$ cat src/rtl/im2col_spc_dma_launcher.sv
// im2col DMA launcher: drains the descriptor FIFO one entry at a time,
// launches each entry on a single 2D DMA channel, waits for completion and
// signals job completion once the parameter FSM is done and the FIFO is drained.

package im2col_spc_pkg;

  typedef struct packed {
    logic [1:0] q;
  } reg_data_type_t;

  typedef struct packed {
    logic [3:0] q;
  } reg_log_strides_t;

  typedef struct packed {
    reg_data_type_t   data_type;
    reg_log_strides_t log_strides_d1;
  } im2col_spc_reg2hw_t;

  typedef struct packed {
    logic [31:0] input_ptr;
    logic [31:0] output_ptr;
    logic [15:0] size_du_d1;
    logic [15:0] size_du_d2;
    logic [22:0] in_inc_d2;
    logic [7:0]  n_zeros_top;
    logic [7:0]  n_zeros_bottom;
    logic [7:0]  n_zeros_left;
    logic [7:0]  n_zeros_right;
  } dma_if_t;

endpackage

module im2col_spc_dma_launcher
  import im2col_spc_pkg::*;
#(
  parameter int unsigned CNT_WIDTH  = 16,
  parameter logic [31:0] WAIT_LIMIT = 32'hFFFF_FFFF
) (
  input  logic                 clk_i,
  input  logic                 rst_ni,
  input  im2col_spc_reg2hw_t   reg2hw_i,
  input  logic                 im2col_start_i,
  input  logic                 im2col_param_done_i,
  input  logic                 fifo_empty_i,
  input  dma_if_t              fifo_data_i,
  output logic                 fifo_pop_o,
  output logic [31:0]          dma_src_ptr_o,
  output logic [31:0]          dma_dst_ptr_o,
  output logic [15:0]          dma_size_d1_o,
  output logic [15:0]          dma_size_d2_o,
  output logic [5:0]           dma_src_inc_d1_o,
  output logic [22:0]          dma_src_inc_d2_o,
  output logic [7:0]           dma_pad_top_o,
  output logic [7:0]           dma_pad_bottom_o,
  output logic [7:0]           dma_pad_left_o,
  output logic [7:0]           dma_pad_right_o,
  output logic [1:0]           dma_data_type_o,
  output logic                 dma_start_valid_o,
  input  logic                 dma_start_ready_i,
  input  logic                 dma_done_i,
  output logic                 busy_o,
  output logic [CNT_WIDTH-1:0] xfer_count_o,
  output logic                 timeout_o,
  output logic                 im2col_done_o
);

  typedef enum logic [2:0] {
    IDLE,
    ARMED,
    LAUNCH,
    WAIT_DONE,
    FINISH
  } state_t;

  state_t               r_state;
  dma_if_t              r_desc;
  logic [1:0]           r_dataType;
  logic [5:0]           r_srcIncD1;
  logic [CNT_WIDTH-1:0] r_xferCount;
  logic [31:0]          r_waitCount;
  logic                 r_timeout;

  logic [5:0]           w_srcIncD1;
  logic                 w_pop;

  // The d1 increment is a power of two in data units, truncated to the 6-bit channel field.
  assign w_srcIncD1 = 6'(32'd1 << reg2hw_i.log_strides_d1.q);

  // A pop is only ever issued from ARMED, so the head is consumed exactly once per launch.
  assign w_pop = (r_state == ARMED) && !fifo_empty_i;

  // Sequencer: latches the head descriptor, holds the launch until accepted,
  // counts completions and watches for a channel that never reports done.
  always_ff @(posedge clk_i or negedge rst_ni) begin
    if (!rst_ni) begin
      r_state     <= IDLE;
      r_desc      <= '0;
      r_dataType  <= '0;
      r_srcIncD1  <= '0;
      r_xferCount <= '0;
      r_waitCount <= '0;
      r_timeout   <= 1'b0;
    end else begin
      case (r_state)
        IDLE: begin
          if (im2col_start_i) begin
            r_state     <= ARMED;
            r_xferCount <= '0;
            r_waitCount <= '0;
            r_timeout   <= 1'b0;
          end
        end
        ARMED: begin
          if (!fifo_empty_i) begin
            r_desc     <= fifo_data_i;
            r_dataType <= reg2hw_i.data_type.q;
            r_srcIncD1 <= w_srcIncD1;
            r_state    <= LAUNCH;
          end else if (im2col_param_done_i) begin
            r_state <= FINISH;
          end
        end
        LAUNCH: begin
          if (dma_start_ready_i) begin
            r_state     <= WAIT_DONE;
            r_waitCount <= '0;
          end
        end
        WAIT_DONE: begin
          if (dma_done_i) begin
            r_xferCount <= r_xferCount + 1'b1;
            r_waitCount <= '0;
            r_state     <= ARMED;
          end else begin
            if (r_waitCount != WAIT_LIMIT) begin
              r_waitCount <= r_waitCount + 32'd1;
            end
            if ((WAIT_LIMIT != 32'd0) && ((r_waitCount + 32'd1) == WAIT_LIMIT)) begin
              r_timeout <= 1'b1;
            end
          end
        end
        FINISH: begin
          r_state <= IDLE;
        end
        default: begin
          r_state <= IDLE;
        end
      endcase
    end
  end

  assign fifo_pop_o        = w_pop;
  assign dma_start_valid_o = (r_state == LAUNCH);
  assign busy_o            = (r_state != IDLE);
  assign im2col_done_o     = (r_state == FINISH);
  assign xfer_count_o      = r_xferCount;
  assign timeout_o         = r_timeout;

  assign dma_src_ptr_o    = r_desc.input_ptr;
  assign dma_dst_ptr_o    = r_desc.output_ptr;
  assign dma_size_d1_o    = r_desc.size_du_d1;
  assign dma_size_d2_o    = r_desc.size_du_d2;
  assign dma_src_inc_d1_o = r_srcIncD1;
  assign dma_src_inc_d2_o = r_desc.in_inc_d2;
  assign dma_pad_top_o    = r_desc.n_zeros_top;
  assign dma_pad_bottom_o = r_desc.n_zeros_bottom;
  assign dma_pad_left_o   = r_desc.n_zeros_left;
  assign dma_pad_right_o  = r_desc.n_zeros_right;
  assign dma_data_type_o  = r_dataType;

endmodule

$ cat config.mk
export PLATFORM = sky130hd
export DESIGN_NAME = im2col_spc_dma_launcher
export DESIGN_NICKNAME = d
export VERILOG_FILES = /design/src/rtl/im2col_spc_dma_launcher.sv
export SDC_FILE = /design/constraint.sdc
export NUM_CORES = 1
export LEC_CHECK = 0
export ABC_AREA = 1
export ABC_CLOCK_PERIOD_IN_PS = 1600
export CAP_MARGIN = 30
export CORE_MARGIN = 2
export CORE_UTILIZATION = 35
export DETAILED_ROUTE_END_ITERATION = 16
export MAX_ROUTING_LAYER = met4
export PLACE_DENSITY = 0.76
export SLEW_MARGIN = 25
export SYNTH_ARGS = -nofsm -noshare
export SYNTH_HDL_FRONTEND = slang
export SYNTH_SLANG_ARGS = --single-unit
export TNS_END_PERCENT = 100
$ cat constraint.sdc
create_clock -name clk_i -period 1.6 [get_ports clk_i]
set_input_delay 0.4 -clock clk_i [delete_from_list [all_inputs] [get_ports clk_i]]
set_output_delay 0.4 -clock clk_i [all_outputs]
set_load 0.05 [all_outputs]
==> results_dict.tcl <==
set metrics [dict create \
    outcome "finished, violations left" \
    violations "setup timing" \
    synth_ff_type "dfrtp_1" \
    nFillCells 1745 \
    wl_um 39420 \
    muxShareOfSynthArea 0 \
    cp.arrival_ps 1640 \
    grt_pass1_vias 10750 \
    fin_crit_ps 2041 \
    ys_warn_count 0 \
    vias_per_cell 5.027 \
    io_pins 344 \
    startpoint_type "register" \
    end_kind "primary output" \
    clk_pin_slew_worst_paths_ps 60 \
    initial_core_util 0.3537 \
    pwr-share-clk 0.162 \
    endpoint "fifo_pop_o" \
    netSwitchingPower_w 0.01704 \
    finalCritPeriodShare 1.276 \
    hp-class "in -> async" \
    cp_num_buf_inv 3 \
    synth_top_area_share 0.5586 \
    die_y_um 168.3 \
    row_count 60 \
    synthTopCellsByCount "nand2_1, dfrtp_1, nor2_1" \
    slew_headroom 0.5711 \
    setup.worst_path.start "r_state[1]" \
    synthXorXnorAreaFrac 0.003707 \
    grt_max_degree 41 \
    ir_worst_vdd_uv 1655 \
    synthAdderAreaFrac 0.003971 \
    synthSimpleGateAreaFrac 0.3377 \
    synth_compound_area_frac 0.04104 \
    overflow 0 \
    setup_ws_ps -441.1 \
    fin_nets 1882 \
    async_flop_share 1.000 \
    synth-seq-cells 211 \
    drt-initial-drc-count 753 \
    wire_per_inst_um 18.99 \
    grt_pass1_wl_um 56140 \
    cp_data_required_time_ps 1200 \
    synthDistinctLibCells 37 \
    worst_pin_slew_ps 639.8 \
    sequentialPowerShare 0.241 \
    cp_max_fo 3 \
    post-synth-top-count-cell "nand2_1" \
    drive_gt1_frac 0.3212 \
    core-area_um2 26730 \
    maxCapViolCount 0 \
    p_comb_frac 0.597 \
    syn_inst 1193 \
    track_usage 0.2582 \
    avgSynthCellArea_um2 7.923 \
    crit_chain "buf_6 > nor2_4 > nand2_2 > nor2_4 > buf_12 > buf_12" \
    path_depth 6 \
    cts_tree "yes" \
    max_stage_delay_ps 410 \
    rrSetupSlack_ps -420 \
    synth_top_family_by_area "simple AND/OR/NAND/NOR gates" \
    ff2ff_path_depth 11 \
    ctsHtreeMaxLevel 1 \
    p_sw_frac 0.4312 \
    rsz0062_at_grt "yes" \
    intPower_w 0.02248 \
    cts-root-buf "clkbuf_16" \
    slew_violations 0 \
    powerDensity_nw_per_um2 2119 \
    antenna_found_initial 4 \
    die_w_um 168.3 \
    synth_edf_count 0 \
    critPathTopFamily "flip-flops" \
    timing.rr.start "r_waitCount[0]" \
    finalSetupTns_ps -20510 \
    gp_congestion 0.9397 \
    critPathSlowestCell "dfrtp_2" \
    finalHoldViolCount 0 \
    ant_nets 0 \
    clock_latency_ps 550 \
    finalSetupViolations 154 \
    skew_ps 20.94 \
    die_area_um2 28340 \
    critPathKind "reg -> out" \
    ys_seq_area_frac 0.5586 \
    p_leak_nw 8.863 \
    hpwl_um 24800 \
    syn_to_final_growth_pct 97.29 \
    synth_area_leaders "dfrtp_1, nand2_1, nor2_1" \
    vias 10440 \
    cts-buffers-inserted 25 \
    first_pass_iters 7 \
    cts_sinks 211 \
    port_buffers 343 \
    clock_path_buffers 3 \
    reg2reg_to "r_waitCount[16]" \
    yosysTopAreaCell "dfrtp_1" \
    clock.fmax_ghz 0.4899 \
    drc 0 \
    syn_nets 1360 \
    whs_ps 351.0 \
    netlist_area_um2 9452 \
]
cells by family (layout without fill, tap and decap cells):
| family | count (synthesis) | after routing |
|---|---|---|
| AND/OR/NAND/NOR | 786 | 786 |
| buffers and inverters | 121 | 659 |
| XOR/XNOR | 4 | 4 |
| adder cells (fa/ha/maj) | 3 | 3 |
| AO/OA/AOI/OAI | 68 | 68 |
| other | 0 | 4 |
| flip-flops | 211 | 211 |
timing repair:
item                                   in CTS  in global routing
hold buffers                                1                  0
endpoints found under the hold margin      33                  0
buffers inserted                           29                 12
pin swaps                                  30                 26
setup endpoints to repair                 196                221
gates cloned                               10                 15
gates resized for setup                   121                 90
placed cells by master (no fill, tap or decap), types with 17 or more instances in the layout:
cell,instances
clkbuf_16,36
buf_12,195
inv_1,69
clkdlybuf4s50_1,162
nand2_1,607
o22ai_2,20
nor2_1,59
nand3_1,31
dfrtp_1,196
nand2_2,17
buf_4,115
buf_6,34
metrics by stage:
step / instance area, um^2 / power (W) / util / setup slack, ps / instances
floorplan: 9514 / 0.01827 / - / -229.9 / 1193
finish: 18650 / 0.03952 / 0.6977 / -441.1 / 2076
global placement: 16110 / 0.02952 / 0.6027 / -425.7 / 1969
CTS: 17920 / 0.03805 / 0.6706 / -437.0 / 2049
detailed placement: 16110 / 0.02991 / 0.6027 / -466.3 / 1969
global route: 18650 / 0.04095 / 0.6977 / -565.0 / 2076
registers in the layout (all words and copies together) (netlist names), 3 cells and up:
signal	cells
dma_dst_ptr_o	32
dma_src_inc_d2_o	23
dma_pad_top_o	8
dma_pad_right_o	8
dma_pad_bottom_o	8
dma_pad_left_o	8
dma_size_d2_o	16
xfer_count_o	16
r_waitCount	32
r_state	3
dma_src_ptr_o	32
dma_src_inc_d1_o	6
dma_size_d1_o	16
per-layer routing:
layer  vias to the layer above  part of all wire  global-route usage
met4                         0             0.049              0.1188
met2                       494              0.52              0.4432
met3                       146             0.072             0.06323
met1                      5031              0.36              0.2837
met5                         -                 0                   -
li1                       4765                 -                   -
power by group through the flow:
stage                     Combinational, W  Sequential [W]  Clock, W
after floorplan                    0.00334          0.0149         0
after global placement              0.0201         0.00938         0
after detailed placement            0.0204         0.00949         0
after CTS                           0.0221         0.00945   0.00646
after global routing                0.0245         0.00972   0.00668
final                               0.0236         0.00951   0.00641
worst min-delay path by stage:
stage	startpoint	to	slack, ps	depth (start not counted)
2_1_floorplan	rst_ni	dma_data_type_o[0]	100	0
6_report	rst_ni	r_state[0]	350	2
5_1_grt	rst_ni	r_waitCount[0]	380	2
4_1_cts	rst_ni	r_state[0]	360	2
3_5_place_dp	rst_ni	r_waitCount[8]	330	1
3_3_place_gp	rst_ni	r_waitCount[5]	330	1
worst register-to-register path: stages, from the launching register on:
cell and delay (ps):
dfrtp_1 410, ha_4 180, nand2_4 70, nor2_8 200, nand3_4 120, nor3_2 130, nand4_1 140, nand2_2 190
inv_6 70, buf_12 140, buf_16 140, o22ai_2 160
cell type report:
| type | count | area, um^2 | area share |
|---|---|---|---|
| antenna | 4 | 10.01 | 0.0005368 |
| clock buffer | 34 | 729.5 | 0.03912 |
| clock inverter | 9 | 188.9 | 0.01013 |
| inverter | 80 | 346.6 | 0.01859 |
| multi-input combinational | 861 | 4198 | 0.2251 |
| sequential | 211 | 5299 | 0.2842 |
| tap | 341 | 426.7 | 0.02288 |
| timing repair buffer | 532 | 7405 | 0.3971 |
| timing repair inverter | 4 | 43.79 | 0.002349 |
(Power assumes the default switching activity.)
